**src/rtl/popcount30_pkg.sv**
```systemverilog
// Shared constants and types for the popcount30 family: frame length,
// count width, transmitter FSM states and frame-generation modes.
package popcount30_pkg;

  localparam int N_BITS = 30;
  localparam int CNT_W  = 5;

  // Largest count representable in a 30-beat frame; larger requests saturate.
  localparam logic [CNT_W-1:0] K_MAX = 5'd30;

  // Width of the Bresenham accumulator: acc + k tops out at 29 + 30 = 59.
  localparam int ACC_W = 6;

  typedef enum logic {
    IDLE,
    SEND
  } tx_state_t;

  typedef enum logic {
    MODE_THERMO,
    MODE_SPREAD
  } tx_mode_t;

endpackage

```
**src/rtl/popcount30_spread_step.sv**
```systemverilog
// One Bresenham step for spreading k ones evenly over a 30-beat frame.
// Purely combinational so a receiver-side checker can reuse it.
module popcount30_spread_step
  import popcount30_pkg::*;
(
  input  logic [ACC_W-1:0] acc,
  input  logic [CNT_W-1:0] k,
  output logic             bit_o,
  output logic [ACC_W-1:0] acc_next
);

  localparam logic [ACC_W-1:0] FRAME_LEN = 6'd30;

  logic [ACC_W-1:0] sum;

  always_comb begin
    sum      = acc + {1'b0, k};
    bit_o    = (sum >= FRAME_LEN);
    acc_next = bit_o ? (sum - FRAME_LEN) : sum;
  end

endmodule

```
**src/rtl/popcount30_unary_tx.sv**
```systemverilog
// Count-to-frame expander: accepts a population count and streams a 30-bit
// frame with exactly that many ones, thermometer or evenly spread.
module popcount30_unary_tx
  import popcount30_pkg::*;
#(
  parameter int N_BITS = 30,
  parameter int CNT_W  = 5
) (
  input  logic              clk,
  input  logic              rst,
  input  logic              in_valid,
  output logic              in_ready,
  input  logic [CNT_W-1:0]  in_count,
  input  logic              in_mode,
  output logic              out_valid,
  input  logic              out_ready,
  output logic              out_bit,
  output logic              out_last,
  output logic [N_BITS-1:0] frame,
  output logic              frame_valid,
  output logic              sat
);

  if (N_BITS != 30 || CNT_W != 5) begin : g_bad_param
    $error("popcount30_unary_tx supports only N_BITS=30, CNT_W=5");
  end

  localparam logic [4:0] LAST_IDX = 5'd29;

  function automatic logic [CNT_W-1:0] sat_count(input logic [CNT_W-1:0] c);
    return (c > K_MAX) ? K_MAX : c;
  endfunction

  tx_state_t         state_q, state_d;
  tx_mode_t          mode_q, mode_d;
  logic [CNT_W-1:0]  k_q, k_d;
  logic [4:0]        idx_q, idx_d;
  logic [ACC_W-1:0]  acc_q, acc_d;
  logic [N_BITS-1:0] cap_q, cap_d;
  logic [N_BITS-1:0] frame_q, frame_d;
  logic              frame_valid_q, frame_valid_d;
  logic              sat_q, sat_d;

  logic              accept;
  logic              beat_hs;
  logic              last_beat;
  logic              last_hs;
  logic              spread_bit;
  logic [ACC_W-1:0]  spread_acc_next;
  logic              thermo_bit;

  popcount30_spread_step u_step (
    .acc      (acc_q),
    .k        (k_q),
    .bit_o    (spread_bit),
    .acc_next (spread_acc_next)
  );

  assign thermo_bit = (idx_q < k_q);
  assign last_beat  = (idx_q == LAST_IDX);
  assign beat_hs    = out_valid & out_ready;
  assign last_hs    = beat_hs & last_beat;
  assign accept     = in_valid & in_ready;

  // FSM state register
  always_ff @(posedge clk) begin
    if (rst) begin
      state_q <= IDLE;
    end else begin
      state_q <= state_d;
    end
  end

  // FSM next state; a count taken on the final beat chains without a bubble
  always_comb begin
    state_d = state_q;
    case (state_q)
      IDLE: if (accept) state_d = SEND;
      SEND: if (last_hs) state_d = accept ? SEND : IDLE;
      default: state_d = IDLE;
    endcase
  end

  // FSM outputs, combinational from registered state so they hold during stalls
  always_comb begin
    out_valid = 1'b0;
    out_bit   = 1'b0;
    out_last  = 1'b0;
    in_ready  = 1'b0;
    case (state_q)
      IDLE: begin
        in_ready = 1'b1;
      end
      SEND: begin
        out_valid = 1'b1;
        out_bit   = (mode_q == MODE_SPREAD) ? spread_bit : thermo_bit;
        out_last  = last_beat;
        in_ready  = last_beat & out_ready;
      end
      default: ;
    endcase
  end

  always_comb begin
    mode_d        = mode_q;
    k_d           = k_q;
    idx_d         = idx_q;
    acc_d         = acc_q;
    cap_d         = cap_q;
    frame_d       = frame_q;
    frame_valid_d = last_hs;
    sat_d         = accept & (in_count > K_MAX);

    if (beat_hs) begin
      cap_d = {out_bit, cap_q[N_BITS-1:1]};
      idx_d = idx_q + 5'd1;
      acc_d = spread_acc_next;
    end
    if (last_hs) begin
      frame_d = {out_bit, cap_q[N_BITS-1:1]};
    end
    if (accept) begin
      mode_d = tx_mode_t'(in_mode);
      k_d    = sat_count(in_count);
      idx_d  = 5'd0;
      acc_d  = '0;
    end
  end

  // Control and visible outputs reset; the capture datapath is fully refilled each frame
  always_ff @(posedge clk) begin
    if (rst) begin
      idx_q         <= 5'd0;
      frame_q       <= '0;
      frame_valid_q <= 1'b0;
      sat_q         <= 1'b0;
    end else begin
      idx_q         <= idx_d;
      frame_q       <= frame_d;
      frame_valid_q <= frame_valid_d;
      sat_q         <= sat_d;
    end
  end

  always_ff @(posedge clk) begin
    mode_q <= mode_d;
    k_q    <= k_d;
    acc_q  <= acc_d;
    cap_q  <= cap_d;
  end

  assign frame       = frame_q;
  assign frame_valid = frame_valid_q;
  assign sat         = sat_q;

endmodule
```
**config.mk**
```make
export PLATFORM = sky130hd
export DESIGN_NAME = popcount30_unary_tx
export DESIGN_NICKNAME = d
export VERILOG_FILES = /design/src/rtl/popcount30_pkg.sv /design/src/rtl/popcount30_spread_step.sv /design/src/rtl/popcount30_unary_tx.sv
export SDC_FILE = /design/constraint.sdc
export NUM_CORES = 1
export LEC_CHECK = 0
export ABC_CLOCK_PERIOD_IN_PS = 5900
export CAP_MARGIN = 5
export CORE_MARGIN = 8
export CORE_UTILIZATION = 56
export DETAILED_ROUTE_END_ITERATION = 10
export DONT_BUFFER_PORTS = 1
export HOLD_SLACK_MARGIN = 0.05
export PLACE_DENSITY = 0.71
export SYNTH_ARGS = -nofsm -noshare
export SYNTH_HDL_FRONTEND = slang
export SYNTH_SLANG_ARGS = --single-unit
```
**constraint.sdc**
```tcl
create_clock -name clk -period 5.9 [get_ports clk]
set_input_delay 0.885 -clock clk [delete_from_list [all_inputs] [get_ports clk]]
set_output_delay 0.885 -clock clk [all_outputs]
set_load 0.005 [all_outputs]
```
# ---- Yosys cells after proc, flatten, opt, wreduce, memory -nomap -nowiden
# Index checks and enable logic that the tools add are counted.
dict set report word_totals {
  elab_cells 32
  regBits 80
  output_inout_bits 36
}
dict set report op_classes {
  muxes 9
  n_eq_ne 1
  bitwise_logic 6
  addsub 3
  n_reduce_logical 1
  n_lt_le_gt_ge 3
}
# operator n
set ops {}
lappend ops {{$add 6x5->6} 1}
lappend ops {{$ge 6x5->1 const B} 1}
lappend ops {{$mux 1} 6}
lappend ops {{$mux 6} 1}
lappend ops {{$sub 6x5->6 const B} 1}
lappend ops {{$add 5x1->5 const B} 1}
lappend ops {{$and 1x1->1} 5}
lappend ops {{$eq 5x5->1 const B} 1}
lappend ops {{$gt 5x5->1 const B} 1}
lappend ops {{$lt 5x5->1} 1}
lappend ops {{$pmux 1 s2} 2}
lappend ops {{$reduce_or 2->1} 1}
lappend ops {{$not 1->1} 1}

# ---- Depth between registers and ports, before layout
# Gate-level depths: netlist of run 1.
dict set report depth {
  word_depth 7
  depth_mapped 9
  mapped_depth_nobuf 8
}

# ---- Cells and area by module
# A second synthesis of run 1 with hierarchy kept.
dict set report unflattened {
  cells_unflattened 309
  area_unflattened_um2 3304.4
}
# mod cells_each instances area_per_inst_um2
set by_module_without_submodules {}
lappend by_module_without_submodules {popcount30_unary_tx 258 1 2931.6}
lappend by_module_without_submodules {popcount30_spread_step 51 1 372.9}

# ---- Worst setup path after synthesis of run 1
# Ideal clock, no wire load.
dict set report synth_timing {
  path_type {register -> output}
  start {register k_q[0]}
  end {output out_bit}
  required_time_ns 5.015
  arrival_ns 2.010
  path_buffers 0
  slack_ns 3.005
  stages_incl_launch_ff 9
  cell_sequence {edfxtp_1 > ha_1 > fa_1 > xor2_2 > nand2_2 > nor3_4 > nand2_2 > o211a_1 > nor2b_1}
}
dict set report synth_between {
  elab_chain_len 4
  elab_cells_between_ends 5
  cone_classes {add/sub (1); order compare (2); mux (2)}
}
# item line
set synth_lines {}
lappend synth_lines {{start: declaration} popcount30_unary_tx.sv:36} ;# logic [CNT_W-1:0] k_q, k_d;
lappend synth_lines {{start signal: assignment} popcount30_unary_tx.sv:147} ;# k_q <= k_d;
lappend synth_lines {{$add 6x5->6} popcount30_spread_step.sv:17} ;# sum = acc + {1'b0, k};
lappend synth_lines {{$ge 6x5->1} popcount30_spread_step.sv:18} ;# bit_o = (sum >= FRAME_LEN);
lappend synth_lines {{$mux 1 *} popcount30_unary_tx.sv:96} ;# out_bit = (mode_q == MODE_SPREAD) ? spread_bit : thermo_bit;
lappend synth_lines {{$mux 1 *} popcount30_unary_tx.sv:90} ;# case (state_q)
lappend synth_lines {{end: declaration} popcount30_unary_tx.sv:17} ;# output logic out_bit,
# Mark *: on every way between the ends. The rest lies on a longest branch, timed or not.

# ---- Worst setup path after layout of run 1
# Ends and elaborated chain as after synthesis.

==> qor.csv, run 1 <==
metric,value,unit
Die X,90.5,µm
row cnt,27,
Hold Path Class,flip-flop to flip-flop,
Reg power frac,0.550,
Max-cap violations,0,
Net Sw Frac,0.276,
post-synthesis mux area share,0.00322,
sequential area share after synthesis,0.622,
crit-path max FO,4,
Post-Syn Area,3110,µm²
number of enable flip-flop cells after synthesis,35,
Global Route Usage Sum,0.149,
Final Skew,0.0130,ns
TritonRoute pass-1 iters,4,
CTS buffer count,9,
synth unique cells,38,
final number of setup-violating endpoints,0,
placed cells,350,
RD Place Congestion,0.846,
die height,90.5,µm
drt drc,0,
Main synth FF type,dfxtp_1,
1st-iter DRT viols,129,
Cell Pwr Density,330,nW/µm²
CTS root buf,clkbuf_8,
routed wire length,5800,µm
crit path DAT,2.58,ns
LEAKAGE,1.19,nW
vias in the first global route,1964,
slew margin rel.,0.231,
first-pass GRT wire length,9760,µm
RSZ-0062 raised after global routing,false,
share of layout cells above drive strength 1,0.0782,
Syn Area/Cell,10.6,µm²
vias,1973,
final instance count without filler cells,366,
insertion delay to the later sink of the worst-skew pair,0.35,ns
global route total overflow,0,
Worst-Margin Slew,1.15,ns
post-route setup TNS,0,ns
Fmax achieved,289,MHz
Comb power frac,0.114,
CTS Hold Bufs,0,
Synth Area in Adders,0.0548,
maximum VDD drop,0.191,mV
DRT antenna net count,0,
Final HPWL DP,3850,µm
wire per inst,15.8,µm
Clock Power Share,0.336,
WP data required,5.02,ns
kind of critical path,flip-flop to primary output,
IO buf count,0,
post-synthesis xor/xnor area fraction,0.0278,
status,completed,
Ant. Diodes,0,
Post-synth ARST share,0,
CP startpoint kind,flip-flop,
post-synthesis cell count,293,
postcts setup bufs,0,
I/O pins,46,
Area Growth Syn to Fin,7.05,%
#FFs+latches synth,79,
Int Power,0.795,mW
Crit. End Element,primary output,
vias per cell,5.39,
Final Cycle Share,0.587,
initial antenna violation count,0,
complex-gate fraction of the synthesized area,0.105,
# clock sinks,79,
die area,8190,µm²
final hold violations,0,
final core occ,0.611,
Simple-Gate Fraction of Synth Area,0.154,
H-tree levels,3,
Synth Warn #,0,
Switching Power,0.303,mW
clock edge transition at the registers on the reported setup and hold paths,0.09,ns
fin crit period,3.46,ns
initial core utilization,0.571,
Clock Path Buffers,2,
largest family of logic cells by synthesized area,simple AND/OR/NAND/NOR gates,
fin nets,312,
Pins Over Slew Limit,0,
syn_nets,316,
core area,5440,µm²
CTS tree,yes,
largest net degree at the start of global routing,42,
Post-CTS Resized,0,
-- per-stage QoR --
stage	hold slack [ns]	instance area [µm²]	power [mW]	setup WS, ns
3_5_place_dp	0.434	3140	0.740	2.81
2_1_floorplan	0.426	3110	0.718	3.00
4_1_cts	0.452	3330	1.11	2.43
5_1_grt	0.462	3330	1.15	2.26
6_report	0.450	3330	1.10	2.44
3_3_place_gp	0.433	3140	0.738	2.90
-- cell type report --
class | count | area [µm²]
repair buffers | 1 | 7.51
well taps | 72 | 90.1
flip-flops and latches | 79 | 1930
fillers | 448 | 2110
multi-input cells | 187 | 1070
inverters | 11 | 41.3
clock inverters | 7 | 57.6
clock buffers | 9 | 124
-- cell usage after synthesis (2+ instances only) --
library cell | number | area share
inv_1 | 11 | 0.013
nor2b_1 | 2 | 0.0040
nor3_1 | 5 | 0.0081
dfxtp_1 | 44 | 0.28
nor2_1 | 10 | 0.012
nand3_1 | 5 | 0.0081
a31oi_1 | 2 | 0.0040
ha_1 | 12 | 0.048
a21oi_1 | 38 | 0.061
a21o_1 | 2 | 0.0048
buf_2 | 2 | 0.0032
nand2_1 | 68 | 0.082
nand4_1 | 7 | 0.014
o21ai_1 | 2 | 0.0032
clkbuf_1 | 14 | 0.017
nand2_2 | 2 | 0.0040
xor2_1 | 5 | 0.014
xnor2_1 | 3 | 0.0085
edfxtp_1 | 35 | 0.34
o21ai_0 | 4 | 0.0064
and2_1 | 3 | 0.0060
-- worst paths after layout --
kind / slack (ns) / to / startpoint / depth (start not counted)
max: 2.44 / out_bit / k_q[0] / 8
min: 0.45 / cap_q[4] / cap_q[5] / 0
max reg2reg: 3.42 / frame[29] / state_q / 6
min reg2reg: 0.45 / cap_q[4] / cap_q[5] / 0
-- registers in the layout, summed over array words and instances (netlist names) --
signal,flops
acc_q,6
cap_q,29
frame,30
frame_valid,1
idx_q,5
k_q,5
mode_q,1
sat,1
state_q,1
-- placed cells by master, fill, tap and decap left out, types with 2 or more instances in the layout --
cell,netlist,layout
a31oi_1,2,2
clkinvlp_4,0,2
clkinv_4,0,2
a21oi_1,38,38
dfxtp_1,44,44
nand4_1,7,7
xor2_1,5,5
o21ai_1,2,2
and2_1,3,3
clkbuf_8,0,9
ha_1,12,12
a21o_1,2,2
nand3_1,5,5
nand2_1,68,68
nor2b_1,2,2
edfxtp_1,35,35
inv_1,11,11
o21ai_0,4,4
nor2_1,10,9
nand2_2,2,2
nor3_1,5,5
xnor2_1,3,3
-- worst max-delay path, cell delays in order, from the launching register on --
cell	delay [ns]
edfxtp_1	0.41
ha_1	0.26
fa_1	0.44
xor2_2	0.23
nand2_2	0.10
nor3_4	0.23
nand2_2	0.11
o211a_1	0.26
nor2b_1	0.20
-- cells by family (layout without fill, tap and decap cells) --
| group | Yosys count | in the layout |
|---|---|---|
| muxes | 1 | 1 |
| adders and majority gates | 13 | 13 |
| buffers and inverters | 27 | 28 |
| xor gates and xnor gates | 9 | 9 |
| AOI/OAI and AO/OA | 57 | 57 |
| DFF | 79 | 79 |
| and+or+nand+nor | 107 | 107 |
-- per-layer routing --
| metal | GRT usage | wire length (µm) | vias up |
|---|---|---|---|
| li1 | - | - | 1000 |
| met1 | 0.184 | 2600 | 910 |
| met2 | 0.219 | 2660 | 57 |
| met3 | 0.0632 | 488 | 6 |
| met4 | 0.0707 | 45 | 0 |
| met5 | 0 | 0 | - |
-- power by group through the flow --
stage	Sequential (mW)	Combinational [mW]	Clock, mW
6_report	0.604	0.126	0.369
5_1_grt	0.606	0.140	0.400
2_1_floorplan	0.612	0.107	0
4_1_cts	0.604	0.125	0.377
3_5_place_dp	0.616	0.124	0
3_3_place_gp	0.616	0.122	0
Note: power is estimated with default switching activity, not from simulation.
==> run 2, diff against run 1 <==
ABC_CLOCK_PERIOD_IN_PS = 2900   (was 5900)
PLACE_DENSITY = 0.74   (was 0.71)
clock period = 2.9 ns   (was 5.9 ns; I/O delays follow)
==> run 2 against run 1 <==
Design area rose by 1.1%. Sequential cell count is the same. Core utilization grew 0.69 points. Final cell count rose by 1.1%. Wire length up 3.2%. Critical path type unchanged. Critical endpoint unchanged. Largest power group unchanged.
==> qor.csv, run 2 (synthesis results as in run 1) <==
metric,value,unit,change
met2 Use GR,0.228,,was 0.219
critical-path cell list,ha_2 -> fa_2 -> xor2_2 -> nand2_2 -> nor3_4 -> nand2_2 -> o211a_1 -> nor2b_2,,was ha_1 -> fa_1 -> xor2_2 -> nand2_2 -> nor3_4 -> nand2_2 -> o211a_1 -> nor2b_1
GR Util met1,0.186,,was 0.184
core area,5440,µm²,unchanged
placed cells,352,,was 350
initial antenna violation count,0,,unchanged
Fmax achieved,359,MHz,
Pins Over Slew Limit,0,,unchanged
row cnt,27,,unchanged
IO buf count,0,,unchanged
final hold violations,0,,unchanged
share of layout cells above drive strength 1,0.0973,,was 0.0782
CTS tree,yes,,unchanged
Cell Pwr Density,666,nW/µm²,was 330 nW/µm²
total power,2.24,mW,was 1.10 mW
Global Route Usage Sum,0.152,,was 0.149
WP data required,2.47,ns,was 5.02 ns
Critical path buffers and inverters,0,,unchanged
DRT antenna net count,0,,unchanged
TritonRoute pass-1 iters,4,,unchanged
vias in the first global route,1946,,was 1964
LEAKAGE,1.20,nW,was 1.19 nW
RD Place Congestion,0.828,,was 0.846
CTS root buf,clkbuf_8,,unchanged
crit-path max FO,4,,unchanged
# clock sinks,79,,unchanged
drt drc,0,,unchanged
vias per cell,5.53,,was 5.39
slew margin rel.,0.608,,was 0.231
final core occ,0.618,,was 0.611
Final Cycle Share,0.959,,
Area Growth Syn to Fin,8.26,%,was 7.05%
Final Skew,0.00765,ns,was 0.0130 ns
Most Crowded Layer GR,met2,,unchanged
largest net degree at the start of global routing,41,,was 42
Largest register FFs,30,,unchanged
flop2flop setup slack,0.65,ns,was 3.42 ns
routed wire length,5980,µm,was 5800 µm
first-pass GRT wire length,10100,µm,was 9760 µm
die height,90.5,µm,unchanged
initial core utilization,0.571,,unchanged
fin area,3360,µm²,was 3330 µm²
Hold Path Class,input pin to flip-flop,,was flip-flop to flip-flop
Filler cells,455,,was 448
"Largest delay share family, worst path",adder cells,,unchanged
Worst-Margin Slew,0.586,ns,was 1.15 ns
Die X,90.5,µm,unchanged
most frequent cells in the layout,"nand2_1 (68), dfxtp_1 (44), a21oi_1 (38)",,unchanged
CP startpoint kind,flip-flop,,unchanged
Final HPWL DP,4040,µm,was 3850 µm
"Max stage delay cell, worst path",edfxtp_1,,was fa_1
maximum VDD drop,0.444,mV,was 0.191 mV
status,completed,,unchanged
H-tree levels,3,,unchanged
Ant. Diodes,0,,unchanged
insertion delay to the later sink of the worst-skew pair,0.35,ns,about the same
crit path DAT,2.35,ns,was 2.58 ns
1st-iter DRT viols,124,,was 129
worst reg2reg path depth,9,,was 6
CTS buffer count,9,,unchanged
vias,2045,,was 1973
wire per inst,16.2,µm,was 15.8 µm
Max stage delay on crit path,0.39,ns,was 0.44 ns
I/O pins,46,,unchanged
Hold Crit Depth,1,,was 0
Clock Path Buffers,2,,unchanged
final number of setup-violating endpoints,0,,unchanged
fin crit period,2.78,ns,
kind of critical path,flip-flop to primary output,,unchanged
fin nets,316,,was 312
die area,8190,µm²,unchanged
Crit. End Element,primary output,,unchanged
placed inst area,3160,µm²,was 3140 µm²
Max-cap violations,0,,unchanged
Crit path depth,8,,unchanged
"commonest non-fill, non-tap cell in the layout",nand2_1,,unchanged
most frequent CP cell,nand2_2,,unchanged
global route total overflow,0,,unchanged
clock edge transition at the registers on the reported setup and hold paths,0.08,ns,was 0.09 ns
met3 usage,0.0740,,was 0.0632
final instance count without filler cells,370,,was 366
[run 2: changes by cell type in the layout (fill, tap and decap cells not counted), sizes merged]
cell | previous run | this run
clkbuf | 9 | 12
clkinvlp | 2 | 1
buf | 1 | 5
inv | 13 | 12
clkinv | 3 | 2
[run 2: path summary, 6_finish.rpt]
| path | start | to |
|---|---|---|
| max | k_q[0] | out_bit |
| min | rst | frame[11] |
| max reg2reg | k_q[0] | frame[29] |
| min reg2reg | cap_q[7] | cap_q[6] |
[run 2: metal layers]
| metal | up-vias | routed length, µm |
|---|---|---|
| met2 | 54 | 2890 |
| li1 | 1006 | - |
| met3 | 9 | 470 |
| met5 | - | 0 |
| met1 | 976 | 2550 |
| met4 | 0 | 66 |
[run 2: cell type report]
type,instances,area (µm²),area share
flip-flops and latches,79,1930,0.574
multi-input cells,187,1090,0.323
clock buffers,12,145,0.0432
well taps,72,90.1,0.0268
inverters,11,41.3,0.0123
repair buffers,5,37.5,0.0112
clock inverters,4,30.0,0.00893
[run 2: through the flow]
stage / setup TNS [ns] / worst slack [ns] / hold slack [ns]
final: 0 / 0.118 / 0.141
after floorplan: 0 / 0.455 / 0.426
after global placement: 0 / 0.315 / 0.431
after CTS: 0 / 0.00116 / 0.130
after detailed placement: 0 / 0.255 / 0.436
after global routing: -0.0292 / -0.0292 / 0.120
[run 2: what timing repair did]
action | CTS | global route
setup buffers | 1 | 1
hold buffers | 0 | 0
resized for setup | 1 | 3
pin swaps | 1 | 2
setup endpoints to repair | 1 | 1
[run 2: report_power, final]
group	internal (mW)	switching (mW)	leakage (nW)
clock	0.338	0.390	0.0870
sequential	1.20	0.0277	0.681
combinational	0.112	0.171	0.433
total	1.65	0.589	1.20
==> run 3, diff against run 2 <==
CORE_MARGIN = unset   (was 8)
==> run 3 against run 2 <==
Clock power is 24% higher. Wire length down 4.8%. Combinational power down 2%. Design area up 1.0%. Sequential power barely moved. Die area fell by 29%. Worst setup slack better by 0.0045 ns. Count of clock-buffer cells in the layout decreased by 2. Register-to-register slack better by 0.02 ns. Clock skew rose by 0.0015 ns.
==> qor.csv, run 3 (synthesis results as in run 1) <==
metric,value,unit,change
total power,2.41,mW,was 2.24 mW
row cnt,26,,was 27
final hold violations,0,,unchanged
Largest register FFs,30,,unchanged
final number of setup-violating endpoints,0,,unchanged
initial core utilization,0.593,,was 0.571
wire per inst,15.5,µm,was 16.2 µm
fin crit period,2.78,ns,about the same
Crit. End Element,primary output,,unchanged
flop2flop setup slack,0.67,ns,was 0.65 ns
post-route setup TNS,0,ns,unchanged
Hold Path Class,input pin to flip-flop,,unchanged
TritonRoute pass-1 iters,4,,unchanged
RD Place Congestion,0.883,,was 0.828
vias in the first global route,2011,,was 1946
initial antenna violation count,0,,unchanged
crit-path max FO,4,,unchanged
CTS buffer count,9,,unchanged
Hold Slack,0.133,ns,was 0.141 ns
die height,76.5,µm,was 90.5 µm
"commonest non-fill, non-tap cell in the layout",nand2_1,,unchanged
status,completed,,unchanged
RR Endpoint,acc_q[3],,was frame[29]
maximum VDD drop,0.409,mV,was 0.444 mV
global route total overflow,0,,unchanged
worst reg2reg path depth,7,,was 9
Cell Pwr Density,708,nW/µm²,was 666 nW/µm²
CTS tree,yes,,unchanged
clock edge transition at the registers on the reported setup and hold paths,0.08,ns,about the same
first-pass GRT wire length,9690,µm,was 10100 µm
Worst-Margin Slew,0.586,ns,about the same
slew margin rel.,0.609,,was 0.608
drt drc,0,,unchanged
Final HPWL DP,3750,µm,was 4040 µm
Worst Setup EP,out_bit,,unchanged
Fmax achieved,360,MHz,was 359 MHz
Final Cycle Share,0.958,,was 0.959
1st-iter DRT viols,117,,was 124
RR Startpoint,k_q[1],,was k_q[0]
CP startpoint,k_q[0],,unchanged
Max-cap violations,0,,unchanged
largest net degree at the start of global routing,41,,unchanged
Area Growth Syn to Fin,9.38,%,was 8.26%
WP data required,2.47,ns,about the same
Pins Over Slew Limit,0,,unchanged
FF/Latch Area,1930,µm²,unchanged
DRT antenna net count,0,,unchanged
CTS Hold Bufs,0,,unchanged
IO buf count,0,,unchanged
Global Route Usage Sum,0.219,,was 0.152
Clock Path Buffers,2,,unchanged
# clock sinks,79,,unchanged
Final Skew,0.00917,ns,was 0.00765 ns
die area,5850,µm²,was 8190 µm²
kind of critical path,flip-flop to primary output,,unchanged
placed cells,350,,was 352
vias per cell,5.59,,was 5.53
routed wire length,5700,µm,was 5980 µm
most frequent cells in the layout,"nand2_1 (68), dfxtp_1 (44), a21oi_1 (38)",,unchanged
core area,5240,µm²,was 5440 µm²
RSZ-0062 raised after global routing,false,,
final instance count without filler cells,367,,was 370
crit path DAT,2.34,ns,was 2.35 ns
fin nets,315,,was 316
CTS root buf,clkbuf_8,,unchanged
insertion delay to the later sink of the worst-skew pair,0.36,ns,was 0.35 ns
hold wc startpoint,rst,,unchanged
LEAKAGE,1.21,nW,was 1.20 nW
Ant. Diodes,0,,unchanged
CP startpoint kind,flip-flop,,unchanged
Filler cells,432,,was 455
I/O pins,46,,unchanged
Die X,76.5,µm,was 90.5 µm
H-tree levels,3,,unchanged
multi-input combinational cell area,1090,µm²,unchanged
share of layout cells above drive strength 1,0.0976,,was 0.0973
vias,2053,,was 2045
[run 3: cell types whose count changed in the layout (fill, tap and decap cells not counted)]
cell,change
clkinvlp_4,+1
bufinv_16,+2
clkbuf_8,-1
clkbuf_1,-1
buf_4,-1
clkinv_2,-1
[run 3: where the power goes]
part | internal (mW) | switching (mW)
clock network | 0.489 | 0.413
registers | 1.20 | 0.0278
logic | 0.109 | 0.168
total | 1.80 | 0.609
[run 3: worst max-delay path: stages, from the launching register on]
cell,delay (ns)
edfxtp_1,0.40
ha_2,0.23
fa_2,0.57
nand2_2,0.08
nor3_4,0.17
nand2_2,0.11
o211a_1,0.26
nor2b_2,0.16
[run 3: metrics by stage]
| step | utilization | cell area (µm²) | setup WS [ns] |
|---|---|---|---|
| 6_report | 0.649 | 3400 | 0.122 |
| 5_1_grt | 0.649 | 3400 | 0.0316 |
| 4_1_cts | 0.647 | 3390 | 0.00187 |
| 3_5_place_dp | 0.603 | 3160 | 0.263 |
| 3_3_place_gp | 0.603 | 3160 | 0.366 |
| 2_1_floorplan | - | 3110 | 0.455 |
[run 3: metal layers]
metal | track usage | up-vias | wire, µm
li1 | - | 1010 | -
met1 | 0.268 | 978 | 2590
met2 | 0.342 | 53 | 2700
met3 | 0.0874 | 12 | 306
met4 | 0.0942 | 0 | 99
met5 | 0 | - | 0
[run 3: area by class of cell]
cell class / count / area share
timing repair buffer: 4 / 0.00884
multi-input combinational: 187 / 0.320
tap: 70 / 0.0258
clock buffer: 10 / 0.0376
inverter: 11 / 0.0122
sequential: 79 / 0.568
clock inverter: 6 / 0.0272
[run 3: worst min path at each step]
stage	to	slack, ns	cells past startpoint
2_1_floorplan	cap_q[10]	0.43	0
3_3_place_gp	cap_q[17]	0.43	0
3_5_place_dp	cap_q[17]	0.43	0
4_1_cts	frame[1]	0.11	1
5_1_grt	frame[6]	0.11	1
6_report	frame[12]	0.13	1
[run 3: what timing repair did]
item | in CTS | in global routing
hold endpoints to repair | 0 | 0
pin swaps | 1 | 1
setup endpoints to repair | 1 | 1
gates resized for setup | 2 | 2
buffers inserted | 1 | 0
